## src/rtl/ddr3_init_sequencer.sv

```systemverilog
// ddr3_init_sequencer
//   DDR3 power-up and mode-register sequencer. From reset it holds RESET#
//   low, waits for CKE, waits tXPR, programs MR2/MR3/MR1/MR0, issues ZQCL,
//   then raises init_done. In IDLE it accepts single runtime MRS writes
//   (mrs_req/mrs_rdy, completion pulse on mrs_ack) and full re-init requests.
//
// Ports
//   clock, reset          : clock, synchronous active-low reset
//   mr0..mr3              : init-time mode register words {ba,a}
//   reinit                : full re-initialisation request (IDLE only)
//   mrs_req, mrs_data     : runtime MRS request and word {ba,a}
//   mrs_rdy               : combinational, IDLE && !reinit
//   mrs_ack               : one-cycle pulse after runtime MRS + tMOD
//   ddr_rst_n, cke, cs_n, ras_n, cas_n, we_n, ba, a, odt : DRAM pins
//   init_done             : high while in IDLE
module ddr3_init_sequencer #(
  parameter int unsigned BA_W          = 3,
  parameter int unsigned ROW_W         = 16,
  parameter int unsigned CNT_W         = 18,
  parameter int unsigned T_RESET       = 80000,
  parameter int unsigned T_CKE_WAIT    = 200000,
  parameter int unsigned T_XPR         = 72,
  parameter int unsigned T_MRD         = 4,
  parameter int unsigned T_MOD         = 12,
  parameter int unsigned T_ZQINIT      = 512,
  parameter bit          FORCE_DLL_RST = 1'b1
) (
  input  logic                  clock,
  input  logic                  reset,
  input  logic [BA_W+ROW_W-1:0] mr0,
  input  logic [BA_W+ROW_W-1:0] mr1,
  input  logic [BA_W+ROW_W-1:0] mr2,
  input  logic [BA_W+ROW_W-1:0] mr3,
  input  logic                  reinit,
  input  logic                  mrs_req,
  input  logic [BA_W+ROW_W-1:0] mrs_data,
  output logic                  mrs_rdy,
  output logic                  mrs_ack,
  output logic                  ddr_rst_n,
  output logic                  cke,
  output logic                  cs_n,
  output logic                  ras_n,
  output logic                  cas_n,
  output logic                  we_n,
  output logic [BA_W-1:0]       ba,
  output logic [ROW_W-1:0]      a,
  output logic                  odt,
  output logic                  init_done
);

  localparam int unsigned MW = BA_W + ROW_W;
  localparam longint unsigned CNT_MAX = (64'd1 << CNT_W) - 64'd1;

  // Timing values that cannot be represented stop elaboration.
  if (T_RESET > CNT_MAX || T_CKE_WAIT > CNT_MAX || T_XPR > CNT_MAX ||
      T_MRD > CNT_MAX || T_MOD > CNT_MAX || T_ZQINIT > CNT_MAX ||
      T_RESET < 1 || T_CKE_WAIT < 1 || T_XPR < 1 ||
      T_MRD < 2 || T_MOD < 2 || T_ZQINIT < 2 || ROW_W < 11) begin : g_bad_cfg
    $error("ddr3_init_sequencer: illegal timing/width configuration");
  end

  localparam logic [CNT_W-1:0] C_RESET = CNT_W'(T_RESET);
  localparam logic [CNT_W-1:0] C_CKE   = CNT_W'(T_CKE_WAIT);
  localparam logic [CNT_W-1:0] C_XPR   = CNT_W'(T_XPR);
  localparam logic [CNT_W-1:0] C_MRD   = CNT_W'(T_MRD - 1);
  localparam logic [CNT_W-1:0] C_MOD   = CNT_W'(T_MOD - 1);
  localparam logic [CNT_W-1:0] C_ZQ    = CNT_W'(T_ZQINIT - 1);
  localparam logic [CNT_W-1:0] C_ONE   = CNT_W'(1);

  // {cs_n, ras_n, cas_n, we_n}
  localparam logic [3:0] CMD_NOP  = 4'b0111;
  localparam logic [3:0] CMD_DES  = 4'b1111;
  localparam logic [3:0] CMD_MRS  = 4'b0000;
  localparam logic [3:0] CMD_ZQCL = 4'b0110;
  localparam logic [ROW_W-1:0] ZQ_A = ROW_W'(1 << 10);

  typedef enum logic [3:0] {
    RESET_HOLD, CKE_WAIT, XPR, MRS2, MRS3, MRS1, MRS0,
    W_MRD, W_MOD, ZQCL, W_ZQ, IDLE, RMRS, R_MOD
  } state_t;

  state_t           state;
  state_t           mrd_next;  // which MRS follows the shared W_MRD wait
  logic [CNT_W-1:0] cnt;
  logic [MW-1:0]    mr0_init;

  // DLL reset is forced only on the init-time MR0 write.
  assign mr0_init = mr0 | (FORCE_DLL_RST ? MW'(1 << 8) : '0);
  assign mrs_rdy  = (state == IDLE) && !reinit;

  // Pins are assigned together with the transition into a state, so the
  // registered pin values always belong to the state currently held.
  always_ff @(posedge clock) begin
    if (!reset) begin
      state     <= RESET_HOLD;
      mrd_next  <= MRS3;
      cnt       <= '0;
      ddr_rst_n <= 1'b0;
      cke       <= 1'b0;
      {cs_n, ras_n, cas_n, we_n} <= CMD_DES;
      ba        <= '0;
      a         <= '0;
      odt       <= 1'b0;
      init_done <= 1'b0;
      mrs_ack   <= 1'b0;
    end else begin
      ddr_rst_n <= 1'b1;
      cke       <= 1'b1;
      {cs_n, ras_n, cas_n, we_n} <= CMD_NOP;
      ba        <= '0;
      a         <= '0;
      odt       <= 1'b0;
      init_done <= 1'b0;
      mrs_ack   <= 1'b0;
      unique case (state)
        RESET_HOLD: begin
          cke                        <= 1'b0;
          {cs_n, ras_n, cas_n, we_n} <= CMD_DES;
          if (cnt == C_ONE) begin
            state <= CKE_WAIT;
            cnt   <= C_CKE;
          end else begin
            // cnt==0 only right after reset: this edge is the first hold cycle
            cnt       <= (cnt == '0) ? C_RESET : cnt - 1'b1;
            ddr_rst_n <= 1'b0;
          end
        end
        CKE_WAIT: begin
          if (cnt == C_ONE) begin
            state <= XPR;
            cnt   <= C_XPR;
          end else begin
            cnt                        <= cnt - 1'b1;
            cke                        <= 1'b0;
            {cs_n, ras_n, cas_n, we_n} <= CMD_DES;
          end
        end
        XPR: begin
          if (cnt == C_ONE) begin
            state                      <= MRS2;
            {cs_n, ras_n, cas_n, we_n} <= CMD_MRS;
            {ba, a}                    <= mr2;
          end else begin
            cnt <= cnt - 1'b1;
          end
        end
        MRS2: begin state <= W_MRD; cnt <= C_MRD; mrd_next <= MRS3; end
        MRS3: begin state <= W_MRD; cnt <= C_MRD; mrd_next <= MRS1; end
        MRS1: begin state <= W_MRD; cnt <= C_MRD; mrd_next <= MRS0; end
        W_MRD: begin
          if (cnt == C_ONE) begin
            state                      <= mrd_next;
            {cs_n, ras_n, cas_n, we_n} <= CMD_MRS;
            case (mrd_next)
              MRS3:    {ba, a} <= mr3;
              MRS1:    {ba, a} <= mr1;
              default: {ba, a} <= mr0_init;
            endcase
          end else begin
            cnt <= cnt - 1'b1;
          end
        end
        MRS0: begin state <= W_MOD; cnt <= C_MOD; end
        W_MOD: begin
          if (cnt == C_ONE) begin
            state                      <= ZQCL;
            {cs_n, ras_n, cas_n, we_n} <= CMD_ZQCL;
            a                          <= ZQ_A;
          end else begin
            cnt <= cnt - 1'b1;
          end
        end
        ZQCL: begin state <= W_ZQ; cnt <= C_ZQ; end
        W_ZQ: begin
          if (cnt == C_ONE) begin
            state     <= IDLE;
            init_done <= 1'b1;
          end else begin
            cnt <= cnt - 1'b1;
          end
        end
        IDLE: begin
          if (reinit) begin
            state                      <= RESET_HOLD;
            cnt                        <= C_RESET;
            ddr_rst_n                  <= 1'b0;
            cke                        <= 1'b0;
            {cs_n, ras_n, cas_n, we_n} <= CMD_DES;
          end else if (mrs_req) begin
            // the registered pins are the latch for the runtime word
            state                      <= RMRS;
            {cs_n, ras_n, cas_n, we_n} <= CMD_MRS;
            {ba, a}                    <= mrs_data;
          end else begin
            init_done <= 1'b1;
          end
        end
        RMRS: begin state <= R_MOD; cnt <= C_MOD; end
        R_MOD: begin
          if (cnt == C_ONE) begin
            state     <= IDLE;
            init_done <= 1'b1;
            mrs_ack   <= 1'b1;
          end else begin
            cnt <= cnt - 1'b1;
          end
        end
        default: begin
          state <= RESET_HOLD;
          cnt   <= C_RESET;
        end
      endcase
    end
  end

endmodule

```

## config.mk

```make
export PLATFORM = sky130hd
export DESIGN_NAME = ddr3_init_sequencer
export DESIGN_NICKNAME = d
export VERILOG_FILES = /design/src/rtl/ddr3_init_sequencer.sv
export SDC_FILE = /design/constraint.sdc
export NUM_CORES = 1
export LEC_CHECK = 0
export CORE_MARGIN = 2
export CORE_UTILIZATION = 45
export CTS_CLUSTER_SIZE = 20
export DETAILED_ROUTE_END_ITERATION = 10
export GPL_TIMING_DRIVEN = 1
export HOLD_SLACK_MARGIN = 0.02
export PLACE_DENSITY_LB_ADDON = 0.12
export SLEW_MARGIN = 40
export SYNTH_ARGS = -nofsm -noshare
export SYNTH_HDL_FRONTEND = slang
export SYNTH_SLANG_ARGS = --single-unit
export TNS_END_PERCENT = 20
```

## constraint.sdc

```tcl
create_clock -name clock -period 2.5 [get_ports clock]
set_input_delay 0.375 -clock clock [delete_from_list [all_inputs] [get_ports clock]]
set_output_delay 0.375 -clock clock [all_outputs]
set_load 0.03 [all_outputs]
```

Yosys cells after proc, flatten, opt, wreduce, memory -nomap -nowiden
Cells that the tools add are included.
{"block": "classes", "add_sub_neg": 1, "n_eq_ne": 25, "n_mux": 42, "reduce_logical": 14}
{"op": "18-bit one-hot mux with 7 select lines", "count": 1}
{"op": "18-bit two-way mux", "count": 5}
{"op": "16-bit two-way mux", "count": 4}
{"op": "16-bit one-hot mux with 4 select lines", "count": 1}
{"op": "4-bit one-hot mux with 11 select lines", "count": 1}
{"op": "4-bit two-way mux", "count": 8}
{"op": "16-bit one-hot mux with 2 select lines", "count": 1}
{"op": "4-bit by 3-bit equality test with 1-bit output (second input constant)", "count": 6}
{"op": "4-bit equality test (second input constant)", "count": 6}
{"op": "18-bit by 1-bit equality test with 1-bit output (second input constant)", "count": 1}
{"op": "18-bit logical NOT", "count": 1}
{"op": "18-bit by 1-bit subtractor with 18-bit output (second input constant)", "count": 1}
{"op": "2-bit != test (second input constant)", "count": 7}
{"op": "3-bit two-way mux", "count": 4}
{"op": "4-bit one-hot mux with 3 select lines", "count": 1}
{"op": "11-bit two-way mux", "count": 1}
{"op": "3-bit one-hot mux with 3 select lines", "count": 1}
{"op": "4-bit by 2-bit equality test with 1-bit output (second input constant)", "count": 2}
{"op": "1-bit one-hot mux with 2 select lines", "count": 4}
{"op": "1-bit two-way mux", "count": 7}
{"op": "7-bit AND reduction", "count": 1}
{"op": "1-bit one-hot mux with 3 select lines", "count": 2}
{"op": "3-bit one-hot mux with 2 select lines", "count": 1}
{"op": "2-bit OR reduction", "count": 3}
{"op": "other kinds (10)", "count": 12}
{"block": "totals", "regBits": 52, "output_inout_bits": 29, "elab_cells": 94}

Logic depth before layout (Yosys ltp)
{"block": "depth", "depth_word": 4, "mapped_depth": 10, "depth_no_buf": 8}

Worst setup path before layout
Ideal clock, no wire load.
{"block": "synth_timing", "kind": "register to register", "start": "register state[1]", "end": "register cnt[13]", "setup_time_ps": 116, "arrival_ps": 2261, "required_time_ps": 2384, "setup_slack_ps": 123, "path_stages_with_launch": 9, "path_buffers": 3, "period_less_slack_ps": 2377, "path_cell_list": "dfxtp_1 > clkbuf_1 > nand2b_1 > nor3_1 > a31o_2 > buf_4 > buf_4 > a21oi_1 > o211a_1"}
{"block": "synth_between", "elab_chain_cells": 4}
{"element": "start, declared", "line_no": "82", "source": "state_t state;"}
{"element": "start signal, assigned", "line_no": "152", "source": "state <= mrd_next;"}
{"element": "4-bit equality test, or another cell as far along", "line_no": "115", "source": "unique case (state)"}
{"element": "5-bit OR reduction (no line)"}
{"element": "2-bit != test (no line)"}
{"element": "2-bit AND reduction (no line)"}
{"element": "end signal, assigned", "line_no": "124", "source": "cnt <= (cnt == '0) ? C_RESET : cnt - 1'b1;"}
{"element": "end signal, assigned", "line_no": "133", "source": "cnt <= cnt - 1'b1;"}
{"element": "end signal, assigned", "line_no": "144", "source": "cnt <= cnt - 1'b1;"}
{"element": "end, declared", "line_no": "84", "source": "logic [CNT_W-1:0] cnt;"}
Parallel ways exist; a longest one is shown, timed or not.
A chain may end at the register's enable or synchronous reset.

Worst setup path after layout
{"block": "layout_timing", "start": "register cnt[1]", "end": "register cnt[12]"}
{"block": "layout_between", "elab_chain_cells": 4}
{"element": "18-bit by 1-bit subtractor with 18-bit output or 18-bit logical NOT (tied branches)"}
{"element": "18-bit two-way mux", "line_no": "124"}
{"element": "18-bit two-way mux", "line_no": "119", "source": "if (cnt == C_ONE) begin"}
{"element": "18-bit one-hot mux with 7 select lines", "line_no": "115"}
Parallel ways exist; a longest one is shown, timed or not. The select of a mux whose other input is x is not followed.

==> out/qor.tcl <==
set qor(dp_slack_ps) 169
set qor(place_area_um2) 5230
set qor(cts.reportedPaths.clkPinSlew_ps) 90
set qor(area_enclosed_by_the_die_boundary_um2) 8720
set qor(fmax_mhz) 428
set qor(gp_congestion) 0.946
set qor(grt_pass1_vias) 4264
set qor(insertion_delay_ps) 310
set qor(tritoncts) {done}
set qor(antenna_found_initial) 0
set qor(hpwl_um) 11100
set qor(maxSlewViolCount) 0
set qor(post_synth_edffs) 0
set qor(power.leakage_nw) 1.95
set qor(clk_root_buffer_cell) {clkbuf_8}
set qor(final.min_clock_period_ps) 2340
set qor(tightest_slew_ps) 766
set qor(avgSynthCellArea_um2) 7.29
set qor(wl_per_cell_um) 18.9
set qor(warnings_from_yosys) 0
set qor(clock-skew-final_ps) 13.8
set qor(postCtsSetupBuffers) 0
set qor(number_of_unique_standard_cell_types_used_by_synthesis) 67
set qor(async_flop_share_pct) 0
set qor(p_total_mw) 4.82
set qor(outcome) {finished, final reports clean}
set qor(path_class) {reg -> reg}
set qor(critical_path.slowest_cell) {a311oi_1}
set qor(hold_buffers) 0
set qor(rsz0062_at_grt) {no}
set qor(final_min_period_over_clock_period_pct) 93.4
set qor(core_area_um2) 7730
set qor(antenna_cells_inserted) 0
set qor(ys.flop_type) {dfxtp_1}
set qor(timing.critical_path.to_type) {register}
set qor(final-hold-violation-count) 0
set qor(cts_sinks) 50
set qor(layout.cell_area.non_filler_um2) 5340
set qor(h-tree-depth) 2
set qor(drt_first_pass_iters) 5
set qor(syn_to_final_growth_pct) 48.7
set qor(port-buffer-count) 125
set qor(syn-instance-count) 493
set qor(worst_path_cell_chain) {inv_1, ha_1, and2_1, o21ai_0, a211oi_1, a311oi_1, a21bo_2, o211a_1}
set qor(syn_area_um2) 3590
set qor(post_detailed_route_count_of_antenna_violating_nets) 0
set qor(post_route_cells_drive_above_1_share_pct) 14.5
set qor(final_core_util_pct) 69.2
set qor(crit_path_max_fanout) 9
set qor(via_count) 4452
set qor(die_height_um) 93.4
set qor(remaining_drc_errors) 0
set qor(powerDensity_nw_per_um2) 902
set qor(via_per_inst) 5.98
set qor(tritoncts.num_buffers) 5
set qor(row_count) 32
set qor(synth_nets) 594
set qor(initial_standard_cell_utilization_of_the_core_pct) 46.5
set qor(synth.ff_latch_count) 50
set qor(worst-endpoint-required_ps) 2710
set qor(slew_headroom_pct) 48.4
set qor(start_kind) {register}
set qor(register_area_um2) 1000
set qor(finalSetupViolations) 0
set qor(gr-usage-all-layers_pct) 32.0
set qor(route.final.wire_length_um) 14100
set qor(drt_first_iter_violations) 349
set qor(dieWidth_um) 93.4
set qor(timing.hold.worst.class) {reg -> reg}
set qor(critPathMaxStageDelay_ps) 580
set qor(setup.reg_to_reg.worst_slack_ps) 160
set qor(cell_family_with_the_largest_share_of_critical_path_delay) {compound AO/OA/AOI/OAI gates}
set qor(grt_max_degree) 38
set qor(synth_seq_area_share_pct) 27.8
set qor(fin_ws_ps) 165
set qor(final_net_count) 744
set qor(multi_input_area_um2) 2390
set qor(cts_buffer_depth) 2
set qor(nFillCells) 648
set qor(worst_ep_arrival_time_ps) 2550
set qor(ioPinCount) 128
set qor(critical_path.n_buffers_inverters) 1
set qor(global_route_wire_length_before_repair_um) 22000
set qor(vdd.ir_drop.worst_mv) 0.610
set qor(drv_cap) 0
set qor(setup-tns-final_ps) 0
set qor(globalRoute.totalOverflow) 0
metal layers:
metal,up-vias,global-route usage [%],share of wire [%]
met5,-,0,0
met4,0,13.0,4.3
met3,53,6.77,9.5
met2,252,55.8,47
met1,2042,38.2,39
li1,2105,-,-
worst paths after layout:
path / cells after the start / start / to
worst max-delay path: 8 / cnt[1] / cnt[12]
worst min-delay path: 2 / cnt[15] / cnt[15]
worst min register to register: 2 / cnt[15] / cnt[15]
worst max register to register: 8 / cnt[1] / cnt[12]
cells by family after synthesis:
group                      Yosys count  share of synthesized area, %
muxes                               21                          5.92
other                                1                         0.104
adders and majority gates            2                         0.696
xor gates and xnor gates             7                          1.71
buffers and inverters               48                          5.92
DFF                                 50                          27.8
and+or+nand+nor                    198                          28.4
AOI/OAI and AO/OA                  166                          29.4
stage by stage:
step,hold WS (ps),cells
global route,577,745
CTS,549,745
floorplan,495,493
global placement,512,738
finish,553,745
detailed placement,532,738
where the power goes:
part	internal [mW]	total, mW	switching [mW]
Sequential	0.950	1.16	0.207
Combinational	1.40	3.08	1.67
Clock	0.321	0.590	0.269
Total	2.67	4.82	2.15
Yosys cell counts (3+ instances only):
cell       n  area, um^2
nor4_1     7        43.8
a211oi_1   3        22.5
nand3_1   18        90.1
dfxtp_1   50        1000
o211a_1    4        40.0
nand4_1    5        31.3
buf_1      5        18.8
or2_2      3        18.8
o31ai_1   10        75.1
and2_1     5        31.3
buf_4      4        30.0
nor2_1    66         248
o21ai_0   43         215
a22oi_1   19         143
mux2i_1   19         190
a31oi_1    4        25.0
a41oi_1    3        26.3
xor2_1     5        43.8
nand2b_1   5        31.3
nor3_1    11        55.1
a221oi_1   4        35.0
a21oi_1   48         240
nand2_1   45         169
nor3_2     4        40.0
clkbuf_1  27         101
nor4_2     5        62.6
inv_1      8        30.0
nor2b_1    5        31.3
flip-flops by register name, indices dropped and copies added (netlist names):
name / count
cnt: 18
mrs_ack: 1
state: 4
cke: 1
init_done: 1
cas_n: 1
ba: 3
mrd_next: 2
cs_n: 1
we_n: 1
ddr_rst_n: 1
a: 16
cell usage in the layout, fill, tap and decap left out, types with 6 or more instances in the layout:
| master | n |
|---|---|
| a22oi_1 | 19 |
| buf_4 | 59 |
| inv_1 | 8 |
| nand2_1 | 45 |
| o21ai_0 | 43 |
| nand3_1 | 18 |
| o31ai_1 | 10 |
| nor2_1 | 66 |
| clkbuf_8 | 6 |
| nor4_1 | 7 |
| dfxtp_1 | 50 |
| clkdlybuf4s50_1 | 124 |
| nor3_1 | 10 |
| a21oi_1 | 48 |
| mux2i_1 | 19 |
final cells by class:
type                    instances  area share [%]
repair buffers                183            31.5
inverters                       8           0.562
flip-flops and latches         50            18.7
clock buffers                   6            1.55
multi-input cells             395            44.7
clock inverters                 1           0.562
well taps                     102            2.39
worst reg2reg max path, stage by stage, from the launching register on:
cell and delay, ps:
dfxtp_1 390, inv_1 80, ha_1 300, and2_1 200, o21ai_0 170, a211oi_1 100
a311oi_1 580, a21bo_2 300, o211a_1 120
what timing repair did:
| action | CTS | global route |
|---|---|---|
| endpoints found under the setup margin | 0 | 2 |
| resized for setup | 0 | 1 |
| hold endpoints to repair | 0 | 0 |
(Power assumes the default switching activity.)
